[config.mk]
export PLATFORM = sky130hd
export DESIGN_NAME = jedro_1_mem_arbiter
export DESIGN_NICKNAME = d
export VERILOG_FILES = /design/src/rtl/jedro_1_arb_pkg.sv /design/src/rtl/jedro_1_starve_cnt.sv /design/src/rtl/jedro_1_mem_arbiter.sv
export SDC_FILE = /design/constraint.sdc
export NUM_CORES = 1
export LEC_CHECK = 0
export CORE_AREA = 2 2 107 109
export DETAILED_ROUTE_END_ITERATION = 16
export DIE_AREA = 0 0 109 111
export GPL_TIMING_DRIVEN = 0
export PLACE_DENSITY_LB_ADDON = 0.05
export REMOVE_ABC_BUFFERS = 1
export SKIP_CTS_REPAIR_TIMING = 1
export SYNTH_ARGS = -nofsm -noshare
export SYNTH_HDL_FRONTEND = slang
export SYNTH_SLANG_ARGS = --single-unit
[constraint.sdc]
create_clock -name clk_i -period 3.42 [get_ports clk_i]
set_clock_uncertainty 0.2 [all_clocks]
set_input_delay 0.684 -clock clk_i [delete_from_list [all_inputs] [get_ports clk_i]]
set_output_delay 0.684 -clock clk_i [all_outputs]
set_load 0.1 [all_outputs]
[src/rtl/jedro_1_arb_pkg.sv]
// Shared types and defaults for the jedro_1 unified-memory arbiter.
// Tracks which port owns the read response that returns one cycle after a grant.
package jedro_1_arb_pkg;

    typedef enum logic [1:0] {
        OWN_NONE  = 2'd0,
        OWN_INSTR = 2'd1,
        OWN_DATA  = 2'd2
    } arb_owner_e;

    localparam int unsigned ARB_ADDR_WIDTH   = 32;
    localparam int unsigned ARB_DATA_WIDTH   = 32;
    localparam int unsigned ARB_STARVE_LIMIT = 4;

    function automatic int unsigned starve_width(input int unsigned limit);
        return (limit < 1) ? 1 : $clog2(limit + 1);
    endfunction

endpackage

[src/rtl/jedro_1_starve_cnt.sv]
// Saturating counter of consecutive fetch denials.
// sat_o is high once LIMIT denials have been seen, which forces the next fetch grant.
module jedro_1_starve_cnt
    import jedro_1_arb_pkg::*;
#(
    parameter int unsigned LIMIT = ARB_STARVE_LIMIT
) (
    input  logic clk_i,
    input  logic rstn_i,
    input  logic inc_i,
    input  logic clr_i,
    output logic sat_o
);

    localparam int unsigned W = starve_width(LIMIT);
    localparam logic [W-1:0] LIMIT_VAL = W'(LIMIT);

    logic [W-1:0] cnt_d;
    logic [W-1:0] cnt_q;

    always_comb begin
        cnt_d = cnt_q;
        if (clr_i) begin
            cnt_d = '0;
        end else if (inc_i && (cnt_q != LIMIT_VAL)) begin
            cnt_d = cnt_q + 1'b1;
        end
    end

    always_ff @(posedge clk_i or negedge rstn_i) begin
        if (!rstn_i) begin
            cnt_q <= '0;
        end else begin
            cnt_q <= cnt_d;
        end
    end

    assign sat_o = (cnt_q == LIMIT_VAL);

endmodule

[src/rtl/jedro_1_mem_arbiter.sv]
// Shares one single-port byte-write RAM between the jedro_1 fetch and LSU ports.
// Data has fixed priority; fetch is forced through after STARVE_LIMIT consecutive denials.
module jedro_1_mem_arbiter
    import jedro_1_arb_pkg::*;
#(
    parameter int unsigned ADDR_WIDTH   = ARB_ADDR_WIDTH,
    parameter int unsigned DATA_WIDTH   = ARB_DATA_WIDTH,
    parameter int unsigned STARVE_LIMIT = ARB_STARVE_LIMIT
) (
    input  logic                    clk_i,
    input  logic                    rstn_i,

    input  logic                    instr_req_i,
    input  logic [ADDR_WIDTH-1:0]   instr_addr_i,
    output logic                    instr_gnt_o,
    output logic                    instr_rvalid_o,
    output logic [DATA_WIDTH-1:0]   instr_rdata_o,

    input  logic                    data_req_i,
    input  logic                    data_we_i,
    input  logic [DATA_WIDTH/8-1:0] data_be_i,
    input  logic [ADDR_WIDTH-1:0]   data_addr_i,
    input  logic [DATA_WIDTH-1:0]   data_wdata_i,
    output logic                    data_gnt_o,
    output logic                    data_rvalid_o,
    output logic [DATA_WIDTH-1:0]   data_rdata_o,

    output logic                    ram_en_o,
    output logic [DATA_WIDTH/8-1:0] ram_we_o,
    output logic [ADDR_WIDTH-1:0]   ram_addr_o,
    output logic [DATA_WIDTH-1:0]   ram_wdata_o,
    input  logic [DATA_WIDTH-1:0]   ram_rdata_i
);

    localparam int unsigned BE_WIDTH = DATA_WIDTH / 8;

    logic       starve_sat;
    logic       starve_inc;
    logic       instr_gnt;
    logic       data_gnt;
    arb_owner_e owner_d;
    arb_owner_e owner_q;

    always_comb begin
        instr_gnt = instr_req_i && (!data_req_i || starve_sat);
        data_gnt  = data_req_i && !instr_gnt;
    end

    // A denial only accumulates while fetch keeps asking; any grant or idle cycle resets it.
    assign starve_inc = instr_req_i && !instr_gnt;

    jedro_1_starve_cnt #(
        .LIMIT (STARVE_LIMIT)
    ) u_starve_cnt (
        .clk_i  (clk_i),
        .rstn_i (rstn_i),
        .inc_i  (starve_inc),
        .clr_i  (!starve_inc),
        .sat_o  (starve_sat)
    );

    always_comb begin
        ram_en_o    = 1'b0;
        ram_we_o    = '0;
        ram_addr_o  = '0;
        ram_wdata_o = '0;
        if (instr_gnt) begin
            ram_en_o   = 1'b1;
            ram_addr_o = instr_addr_i;
        end else if (data_gnt) begin
            ram_en_o    = 1'b1;
            ram_addr_o  = data_addr_i;
            ram_wdata_o = data_wdata_i;
            ram_we_o    = data_we_i ? data_be_i : {BE_WIDTH{1'b0}};
        end
    end

    always_comb begin
        owner_d = OWN_NONE;
        if (instr_gnt) begin
            owner_d = OWN_INSTR;
        end else if (data_gnt && !data_we_i) begin
            owner_d = OWN_DATA;
        end
    end

    always_ff @(posedge clk_i or negedge rstn_i) begin
        if (!rstn_i) begin
            owner_q <= OWN_NONE;
        end else begin
            owner_q <= owner_d;
        end
    end

    assign instr_gnt_o    = instr_gnt;
    assign data_gnt_o     = data_gnt;
    assign instr_rvalid_o = (owner_q == OWN_INSTR);
    assign data_rvalid_o  = (owner_q == OWN_DATA);
    assign instr_rdata_o  = ram_rdata_i;
    assign data_rdata_o   = ram_rdata_i;

endmodule

# == Word level (Yosys, flattened, before mapping) ==
# Index checks and enable logic that the tools add are counted.
# totals
regBits,5
ram_bits,0
in_bits,137
romBits,0
latch_bits,0
output_inout_bits,137
memories,0
word_cells,30
# classes
div_mod_pow,0
n_reduce_logical,9
n_addsub,1
n_bitwise,0
eq_ne,5
n_shift,0
n_mul,0
order_cmp,0
muxes,13
# ops
operator,n
two-way mux 32 bit,4
two-way mux 4 bit,3
two-way mux 3 bit,2
logical AND 1 bit,5
two-way mux 2 bit,2
adder 3 x 1 -> 3 bit (second input constant),1
== test 3 bit (second input constant),1
logical NOT 1 bit,3
!= test 3 bit (second input constant),1
== test 2 x 1 -> 1 bit (second input constant),1
== test 2 bit (second input constant),1
two-way mux 1 bit,2
!= test 2 bit (second input constant),1
logical OR 1 bit,1

# == Longest topological paths before layout ==
# Gate-level depths: netlist of run 1.
# logic_depth
word_depth,8
depth_mapped,6
ltp_nobuf,4

# == Cells and area by module ==
# From an unflattened synthesis of run 1, not the netlist that was laid out.
# hier_totals
hier_cells,178
hier_area_um2,1470.2
# by_module_without_submodules
mod,cells_per_inst,seq_area_each_um2,instances,area_each_um2
jedro_1_mem_arbiter,160,50.0,1,1277.5
jedro_1_starve_cnt,18,75.1,1,192.7

# == Worst setup path before layout of run 1 ==
# Ideal clock, no wire load.
# synth_timing
kind,input port to output port
startpoint,input port data_req_i
endpoint,output port ram_addr_o[10]
arrival_ns,2.644
cell_stages,4
slack_ns,-0.108
required_time_ns,2.536
path_buffers,2
cell_sequence,buf_4 > clkbuf_1 > nand2_1 > o22ai_1
# synth_between
elab_chain_cells,7
# synth_lines
item,line_no,source
start: declaration,jedro_1_mem_arbiter.sv:19,"input logic data_req_i,"
logical NOT 1 bit,jedro_1_mem_arbiter.sv:45,instr_gnt = instr_req_i && (!data_req_i || starve_sat);
logical OR 1 bit,jedro_1_mem_arbiter.sv:45,
logical AND 1 bit,jedro_1_mem_arbiter.sv:45,
logical NOT 1 bit,jedro_1_mem_arbiter.sv:46,data_gnt = data_req_i && !instr_gnt;
logical AND 1 bit,jedro_1_mem_arbiter.sv:46,
two-way mux 32 bit,jedro_1_mem_arbiter.sv:70,end else if (data_gnt) begin
two-way mux 32 bit *,jedro_1_mem_arbiter.sv:67,if (instr_gnt) begin
end: declaration,jedro_1_mem_arbiter.sv:30,"output logic [ADDR_WIDTH-1:0] ram_addr_o,"
# Mark *: on every way between the ends. The rest lies on a longest branch, timed or not.

# == Worst setup path after layout of run 1 ==
# layout_timing
startpoint,input port instr_req_i
endpoint,output port ram_addr_o[7]
# layout_between
elab_chain_cells,5
# layout_lines
item,line_no,source
start: declaration,jedro_1_mem_arbiter.sv:13,"input logic instr_req_i,"
logical AND 1 bit *,jedro_1_mem_arbiter.sv:45,
logical NOT 1 bit,jedro_1_mem_arbiter.sv:46,
logical AND 1 bit,jedro_1_mem_arbiter.sv:46,
two-way mux 32 bit,jedro_1_mem_arbiter.sv:70,
two-way mux 32 bit *,jedro_1_mem_arbiter.sv:67,
# Marks and branches as above.

==> results of run 1 <==
==> placed cells by master, fill, tap and decap left out, types with 4 or more instances in the layout <==
| cell | Yosys | routed |
|---|---|---|
| dfrtp_1 | 5 | 5 |
| o22ai_1 | 32 | 32 |
| and3_1 | 33 | 32 |
| and4_1 | 4 | 4 |
| dlymetal6s2s_1 | 0 | 56 |
| clkdlybuf4s50_1 | 0 | 104 |
| clkbuf_2 | 0 | 15 |
| nand2_1 | 66 | 66 |
==> per-stage QoR <==
| step | area, µm² | instances | worst slack [ps] | total power (µW) | utilization (%) |
|---|---|---|---|---|---|
| after global routing | 3129 | 486 | 2.393 | 990.8 | 28.25 |
| final | 3129 | 486 | 85.95 | 958.3 | 28.25 |
| after global placement | 2902 | 478 | -2865 | 778.8 | 26.19 |
| after floorplan | 950.9 | 158 | -178.5 | 522.8 | - |
| after detailed placement | 2913 | 479 | -954.1 | 775.2 | 26.30 |
| after CTS | 2992 | 483 | -978.1 | 973.4 | 27.01 |
==> power breakdown <==
part / switching (µW) / internal (µW) / total, µW
clock network: 38.7 / 155 / 193
logic: 490 / 212 / 702
registers: 1.72 / 61.8 / 63.6
==> cell families after synthesis <==
| kind of cell | share of synthesized area (%) |
|---|---|
| AOI/OAI and AO/OA | 14.54 |
| DFF | 8.123 |
| and+or+nand+nor | 36.96 |
| buffers and inverters | 38.75 |
| adders and majority gates | 1.624 |
==> state kept, by name, indices dropped and copies added, names as in the netlist <==
register and cells:
u_starve_cnt.cnt_q 3, owner_q 2
==> metal layers <==
metal  up-vias  global-route usage, %  routed length [µm]
met1       947                  18.07                4034
met3         0                  12.70                1834
li1        958                      -                   -
met4         0                  1.282                   0
met5         -                  5.804                   0
met2       136                  26.50                5199
==> how the worst max path moves through the flow <==
stage / to / slack [ps] / cells after the start
floorplan: ram_addr_o[0] / -180 / 4
global placement: ram_addr_o[28] / -2860 / 4
detailed placement: ram_addr_o[9] / -950 / 4
CTS: ram_addr_o[9] / -980 / 4
global route: ram_wdata_o[25] / 2 / 4
finish: ram_addr_o[7] / 90 / 4
==> worst register-to-register path, stage by stage, from the launching register on <==
cell and delay, ps:
dfrtp_1 390, inv_1 70, ha_1 410, and3_4 540
nor3b_1 100
==> cell type report <==
class / instances / area share, %
tap: 143 / 5.718
clock buffer: 4 / 2.519
timing repair buffer: 180 / 60.38
multi-input combinational: 152 / 27.15
inverter: 2 / 0.2399
sequential: 5 / 3.998
==> flow_summary_export.csv, run 1 <==
group,metric,value,unit
yosys,synth.area.top_cells,"buf_4 34%, nand2_1 16%, and3_1 13%",
cts,root_buffer,"clkbuf_16",
final_layout,drive_gt1_share,8.163,%
yosys,ys_types,21,
yosys,mappedNetlistArea,0.001540,mm²
sta,fmax,0.2999,GHz
power_and_ir_drop,vdd_drop_max,0.2016,mV
drt,drtAntennaViolNets,0,
drt,dr.first_iter.drc_count,75,
drt,finalWirelength,11070,µm
yosys,syn_inst,244,
cts,cts_htree_levels,1,
drt,vias,2041,
setup_path,critPathLaunchType,"input pin",
sta,fin_crit_sh,97.49,%
global_route,grt_remaining_overflow,0,
drt,first_pass_iters,4,
cts,clock_sinks,5,
yosys,synth_edf_count,0,
setup_path,ff2ff_path_depth,4,
floorplan,floorplan.initialDensity,13.90,%
cts,cts.clk_slew.worst_paths,30,ps
final_layout,nets,483,
yosys,synth_top_area_share,34.12,%
cts,clk_path_buf_depth,2,
global_route,grt_pass1_wl,14660,µm
setup_path,worstPathArrival,2450,ps
global_route,grt_pass1_vias,2007,
yosys,ys_seq_area_share,8.123,%
hold_path,hold_path_class,"reg2reg",
setup_path,r2r-end,"owner_q[1]",
hold_path,hp-start,"u_starve_cnt.cnt_q[0]",
setup_path,cp_top_family,"buffers and inverters",
yosys,synth_top_cells_by_count,"70 x buf_4, 66 x nand2_1, 33 x and3_1",
sta,max_slew_margin,32.01,%
global_route,grt_usage,16.73,%
setup_path,cp.buffers_inverters,2,
yosys,yosys_warnings,0,
placed_design,port_buffers,177,
floorplan,fp.dieH,111,µm
final_layout,seq_area,125.1,µm²
sta,worst_slew_pin_slew,1018,ps
flow_run,max_cap_violations,0,
power_and_ir_drop,p_leak,0.001999,µW
floorplan,die_area,0.01210,mm²
floorplan,die_w,109,µm
yosys,synth_area_per_cell,6.312,µm²
yosys,synth_most_common_cell,"buf_4",
placed_design,hpwl,8776,µm
sta,setup_viol,0,
power_and_ir_drop,powerDensity,306.2,mW/mm²
run_status,status,"complete, no violations",
cts,cts_tree,"done",
setup_path,rr_startpoint,"u_starve_cnt.cnt_q[0]",
sta,rsz0062_at_grt,"no",
yosys,ys_ff_latch,5,
floorplan,num_rows,39,
drt,drt-vias-per-instance,4.200,
setup_path,slowest_delay,780,ps
drt,drc,0,
sta,period_needed,3334,ps
cts,clk-insertion-delay-late,230,ps
setup_path,critical_path.cell_chain,"clkbuf_4, and3_4, o22ai_1, dlymetal6s2s_1",
setup_path,cpMaxStageDelayCell,"dlymetal6s2s_1",
yosys,synth_top_area_cell,"buf_4",
setup_path,worstPathMaxFanout,38,
floorplan,io_pins,274,
sta,hold_viol,0,
floorplan,core,0.01108,mm²
drt,drt-wirelength-per-cell,22.77,µm
setup_path,cp-startpoint,"instr_req_i",
setup_path,r2r_slack,1570,ps
final_layout,nFillCells,1238,
final_layout,diodes,0,
yosys,yosys_most_used_dff,"dfrtp_1",
global_route,grt_max_degree,42,
global_route,antenna_found_initial,0,
sta,final_max_slew_viol_count,0,
sta,fin_setup_tns,0,ps
setup_path,end_kind,"output pin",
final_layout,multi_input_area,849.6,µm²
placed_design,gp_congestion,0.8135,
setup_path,path_class,"in2out",
hold_path,hold-path-cell-count,1,
cts,cts_buffers,3,
hold_path,worstHoldEndpoint,"u_starve_cnt.cnt_q[0]",
final_layout,area_growth,103.2,%
yosys,async_reset_ff_share,100.0,%
setup_path,crit_required,2540,ps
sta,holdWs,277.6,ps
(Power assumes the default switching activity.)
==> run 2, diff against run 1 <==
GPL_TIMING_DRIVEN = default   (was 0)
HOLD_SLACK_MARGIN = 0.15   (was default)
==> run 2 against run 1 <==
  * Power increased by 16%
  * Highest routed layer is now met4
  * Largest cell class unchanged
  * Non-clock buffer count increased by 3
  * Largest power group unchanged
  * Design area increased by 20%
  * Die area unchanged
  * Combinational power increased by 22%
  * Hold slack got worse by 13 ps
==> flow_summary_export.csv, run 2 (synthesis gave the netlist of run 1 again) <==
group,metric,value,unit
run_status,status,"complete, no violations",
final_layout,top_register,"u_starve_cnt.cnt_q",
final_layout,final_common_cell,"clkdlybuf4s50_1",
final_layout,diodes,0,
hold_path,hold_path_class,"reg2reg",
hold_path,hold-path-cell-count,1,
placed_design,dp_cells,484,
floorplan,fp.dieH,111,µm
floorplan,core,0.01108,mm²
floorplan,io_pins,274,
cts,clk_path_buf_depth,2,
sta,worst_slew_pin_slew,952.2,ps
global_route,grt_usage,17.41,%
global_route,grt_pass1_vias,2037,
sta,hold_viol,0,
final_layout,nFillCells,1134,
setup_path,cp_top_family,"compound AO/OA/AOI/OAI gates",
setup_path,cp.buffers_inverters,2,
global_route,grt_remaining_overflow,0,
placed_design,place_area,0.003660,mm²
sta,timing.final.ws_setup,240.9,ps
drt,drc,0,
drt,drtAntennaViolNets,0,
floorplan,die_w,109,µm
placed_design,port_buffers,177,
final_layout,reg.largest.list,"u_starve_cnt.cnt_q (3), owner_q (2)",
final_layout,multi_input_area,825.8,µm²
floorplan,floorplan.initialDensity,13.90,%
power_and_ir_drop,p_leak,0.001618,µW
sta,setup_viol,0,
setup_path,cp.depth,5,
sta,final_max_slew_viol_count,0,
setup_path,crit_required,2540,ps
drt,wl_met1,3492,µm
cts,cts_buffers,3,
power_and_ir_drop,vdd_drop_max,0.1434,mV
sta,period_needed,3179,ps
drt,drt-wirelength-per-cell,22.60,µm
sta,rsz0062_at_grt,"no",
setup_path,end_kind,"output pin",
setup_path,worstPathArrival,2300,ps
cts,cts_tree,"done",
cts,clock_sinks,5,
power_and_ir_drop,powerDensity,295.7,mW/mm²
floorplan,die_area,0.01210,mm²
setup_path,ff2ff_path_depth,4,
global_route,antenna_found_initial,0,
drt,drt-vias-per-instance,4.203,
drt,dr.first_iter.drc_count,84,
cts,clk-insertion-delay-late,220,ps
floorplan,num_rows,39,
drt,first_pass_iters,4,
setup_path,cpMaxStageDelayCell,"a21boi_4",
sta,fin_crit_sh,92.96,%
setup_path,path_class,"reg2out",
global_route,grt_pass1_wl,15020,µm
placed_design,post-place-ws,-44.48,ps
final_layout,final_cell_mix,"103 x clkdlybuf4s50_1, 72 x buf_12, 66 x nand2_1",
flow_run,max_cap_violations,0,
drt,wl_met3,2032,µm
final_layout,seq_area,125.1,µm²
placed_design,hpwl,9351,µm
sta,holdWs,264.7,ps
final_layout,area_growth,143.2,%
final_layout,nets,485,
setup_path,slowest_delay,770,ps
placed_design,gp_congestion,0.8499,
drt,finalWirelength,11030,µm
drt,top_layer,"met4",
sta,fmax,0.3146,GHz
final_layout,layout.cells.non_filler,488,
setup_path,critical_path.cell_chain,"inv_1, ha_1, a21boi_4, o22ai_1, buf_12",
power_and_ir_drop,power,1108,µW
drt,wl_met2,5490,µm
setup_path,worstPathMaxFanout,33,
cts,cts.clk_slew.worst_paths,30,ps
final_layout,largest_reg_flops,3,
setup_path,r2r_slack,1320,ps
setup_path,critPathLaunchType,"flop",
global_route,grt_max_degree,74,
final_layout,final_area,0.003746,mm²
cts,cts_htree_levels,1,
cts,root_buffer,"clkbuf_16",
final_layout,drive_gt1_share,24.93,%
sta,max_slew_margin,36.36,%
drt,vias,2051,
[run 2: final timing paths]
path	start	endpoint
max	u_starve_cnt.cnt_q[0]	ram_addr_o[28]
min	u_starve_cnt.cnt_q[0]	u_starve_cnt.cnt_q[0]
max reg2reg	u_starve_cnt.cnt_q[0]	owner_q[0]
min reg2reg	u_starve_cnt.cnt_q[0]	u_starve_cnt.cnt_q[0]
max in group asynchronous	rstn_i	u_starve_cnt.cnt_q[1]
min in group asynchronous	rstn_i	owner_q[1]
[run 2: power by group]
part	internal (µW)	switching, µW	leakage, µW
Sequential	61.9	1.40	0.0000666
Clock	154	36.6	0.0000382
Combinational	334	519	0.00151
[run 2: layout make-up]
cell class	count	share of cell area, %
repair buffers	183	67.54
multi-input cells	151	22.04
well taps	143	4.776
flip-flops and latches	5	3.340
clock buffers	4	2.104
inverters	2	0.2004
[run 2: worst reg2reg max path, stage by stage, from the launching register on]
cell,delay (ps)
dfrtp_1,360
inv_1,50
ha_1,290
a21boi_4,770
nor2b_1,230
[run 2: layer usage]
metal	track usage, %	vias to the layer above
li1	-	963
met2	28.70	134
met3	14.46	4
met4	1.026	0
met5	5.804	-
met1	17.24	950
[run 2: metrics by stage]
stage | utilization (%) | setup TNS [ps]
after CTS | 33.75 | -76.95
after floorplan | - | -5711
after global routing | 33.82 | 0
after detailed placement | 33.04 | -633.2
final | 33.82 | 0
after global placement | 33.04 | -591.5
==> run 3, diff against run 2 <==
CORE_AREA = 2 2 105 107   (was 2 2 107 109)
DIE_AREA = 0 0 107 109   (was 0 0 109 111)
clock period = 2.9 ns   (was 3.42 ns; I/O delays follow)
==> run 3 against run 2 <==
  * First-iteration DRC count grew 15%
  * Design area up 0.17%
  * Die area fell by 3.6%
  * Sequential power up 18%
  * Clock power down 32%
  * Global-route usage shrank 0.67 points
  * Highest routed layer is now met5
  * Largest power group unchanged
  * Largest cell class unchanged
  * Non-clock buffer count rose by 1
  * Utilization increased by 1.6 points
  * Critical path depth did not move
==> flow_summary_export.csv, run 3 (synthesis gave the netlist of run 1 again) <==
group,metric,value,unit
power_and_ir_drop,vdd_drop_max,0.1365,mV
final_layout,area_growth,143.6,%
drt,drt-vias-per-instance,4.230,
setup_path,cpMaxStageDelayCell,"a21boi_4",
floorplan,io_pins,274,
flow_run,max_cap_violations,0,
sta,hold_viol,0,
cts,cts_htree_levels,1,
setup_path,worstPathMaxFanout,17,
setup_path,rr_startpoint,"u_starve_cnt.cnt_q[0]",
placed_design,port_buffers,177,
power_and_ir_drop,powerDensity,322.9,mW/mm²
power_and_ir_drop,power,1212,µW
sta,fmax,0.3616,GHz
sta,worst_slew_pin_slew,571.4,ps
setup_path,cp_top_family,"compound AO/OA/AOI/OAI gates",
run_status,status,"complete, no violations",
floorplan,die_area,0.01166,mm²
cts,cts_buffers,3,
final_layout,reg.largest.list,"u_starve_cnt.cnt_q (3), owner_q (2)",
drt,wl_met1,3659,µm
global_route,grt_usage,16.74,%
sta,holdWs,271.2,ps
placed_design,hpwl,8941,µm
cts,clock_sinks,5,
cts,cts.clk_slew.worst_paths,40,ps
global_route,grt_remaining_overflow,0,
drt,vias,2060,
sta,max_slew_margin,61.81,%
final_layout,top_register,"u_starve_cnt.cnt_q",
cts,clk-insertion-delay-late,220,ps
setup_path,end_kind,"output pin",
drt,drc,0,
global_route,grt_pass1_vias,1948,
setup_path,cp-startpoint,"u_starve_cnt.cnt_q[0]",
drt,dr.first_iter.drc_count,97,
drt,drt-wirelength-per-cell,21.87,µm
global_route,grt_pass1_wl,14210,µm
drt,wl_met3,2116,µm
global_route,grt_max_degree,74,
final_layout,largest_reg_flops,3,
floorplan,die_w,107,µm
drt,first_pass_iters,4,
floorplan,num_rows,38,
setup_path,critical_path.cell_chain,"inv_1, ha_1, a21boi_4, o22ai_1, buf_12",
global_route,antenna_found_initial,0,
sta,period_needed,2765,ps
hold_path,hp-start,"u_starve_cnt.cnt_q[0]",
drt,top_layer,"met5",
final_layout,final_cell_mix,"103 x clkdlybuf4s50_1, 74 x buf_12, 66 x nand2_1",
final_layout,drive_gt1_share,25.36,%
hold_path,hold_path_class,"reg2reg",
sta,setup_viol,0,
placed_design,gp_congestion,0.9182,
cts,clk_path_buf_depth,2,
floorplan,core,0.01060,mm²
sta,final_max_slew_viol_count,0,
drt,finalWirelength,10650,µm
sta,fin_crit_sh,95.36,%
setup_path,critPathLaunchType,"flop",
drt,drtAntennaViolNets,0,
setup_path,path_class,"reg2out",
floorplan,floorplan.initialDensity,14.53,%
drt,wl_met2,4793,µm
cts,root_buffer,"clkbuf_8",
final_layout,final_common_cell,"clkdlybuf4s50_1",
setup_path,crit_required,2120,ps
final_layout,nets,487,
cts,cts_tree,"done",
sta,rsz0062_at_grt,"no",
setup_path,cp.buffers_inverters,2,
power_and_ir_drop,p_leak,0.001624,µW
setup_path,slowest_delay,540,ps
floorplan,fp.dieH,109,µm
final_layout,diodes,0,
setup_path,worstPathArrival,1990,ps
-- run 3: final timing paths --
check / cells after the start / slack, ps / endpoint
setup / recovery: 5 / 130 / ram_addr_o[26]
hold / removal: 1 / 270 / u_starve_cnt.cnt_q[0]
setup reg to reg: 4 / 1060 / owner_q[0]
hold reg to reg: 1 / 270 / u_starve_cnt.cnt_q[0]
max in group asynchronous: 1 / 1890 / u_starve_cnt.cnt_q[0]
min in group asynchronous: 1 / 400 / owner_q[1]
-- run 3: layout make-up --
| class | count | area (µm²) |
|---|---|---|
| Fill cell | 1086 | 6850 |
| Timing Repair Buffer | 184 | 2562 |
| Multi-Input combinational cell | 152 | 837.1 |
| Tap cell | 140 | 175.2 |
| Sequential cell | 5 | 125.1 |
| Clock buffer | 4 | 45.04 |
| Inverter | 2 | 7.507 |
-- run 3: report_power, final --
| part | switching [µW] | internal, µW |
|---|---|---|
| clock | 34.5 | 94.4 |
| combinational | 612 | 396 |
| sequential | 1.74 | 72.9 |
| total | 648 | 563 |
-- run 3: metal layers --
| layer | GRT usage (%) | vias to the layer above |
|---|---|---|
| met1 | 17.00 | 918 |
| met3 | 16.50 | 6 |
| met5 | 6.250 | - |
| li1 | - | 965 |
| met4 | 0.7421 | 2 |
| met2 | 25.52 | 169 |
-- run 3: metrics by stage --
stage | setup TNS (ps) | setup WS (ps) | area [µm²] | utilization (%) | instances
6_report | 0 | 134.7 | 3752 | 35.39 | 487
3_3_place_gp | 0 | 92.21 | 3689 | 34.79 | 482
5_1_grt | 0 | 6.435 | 3752 | 35.39 | 487
3_5_place_dp | 0 | 73.81 | 3689 | 34.79 | 482
4_1_cts | -4724 | -165.0 | 3734 | 35.21 | 486
2_1_floorplan | -19560 | -594.5 | 950.9 | - | 158
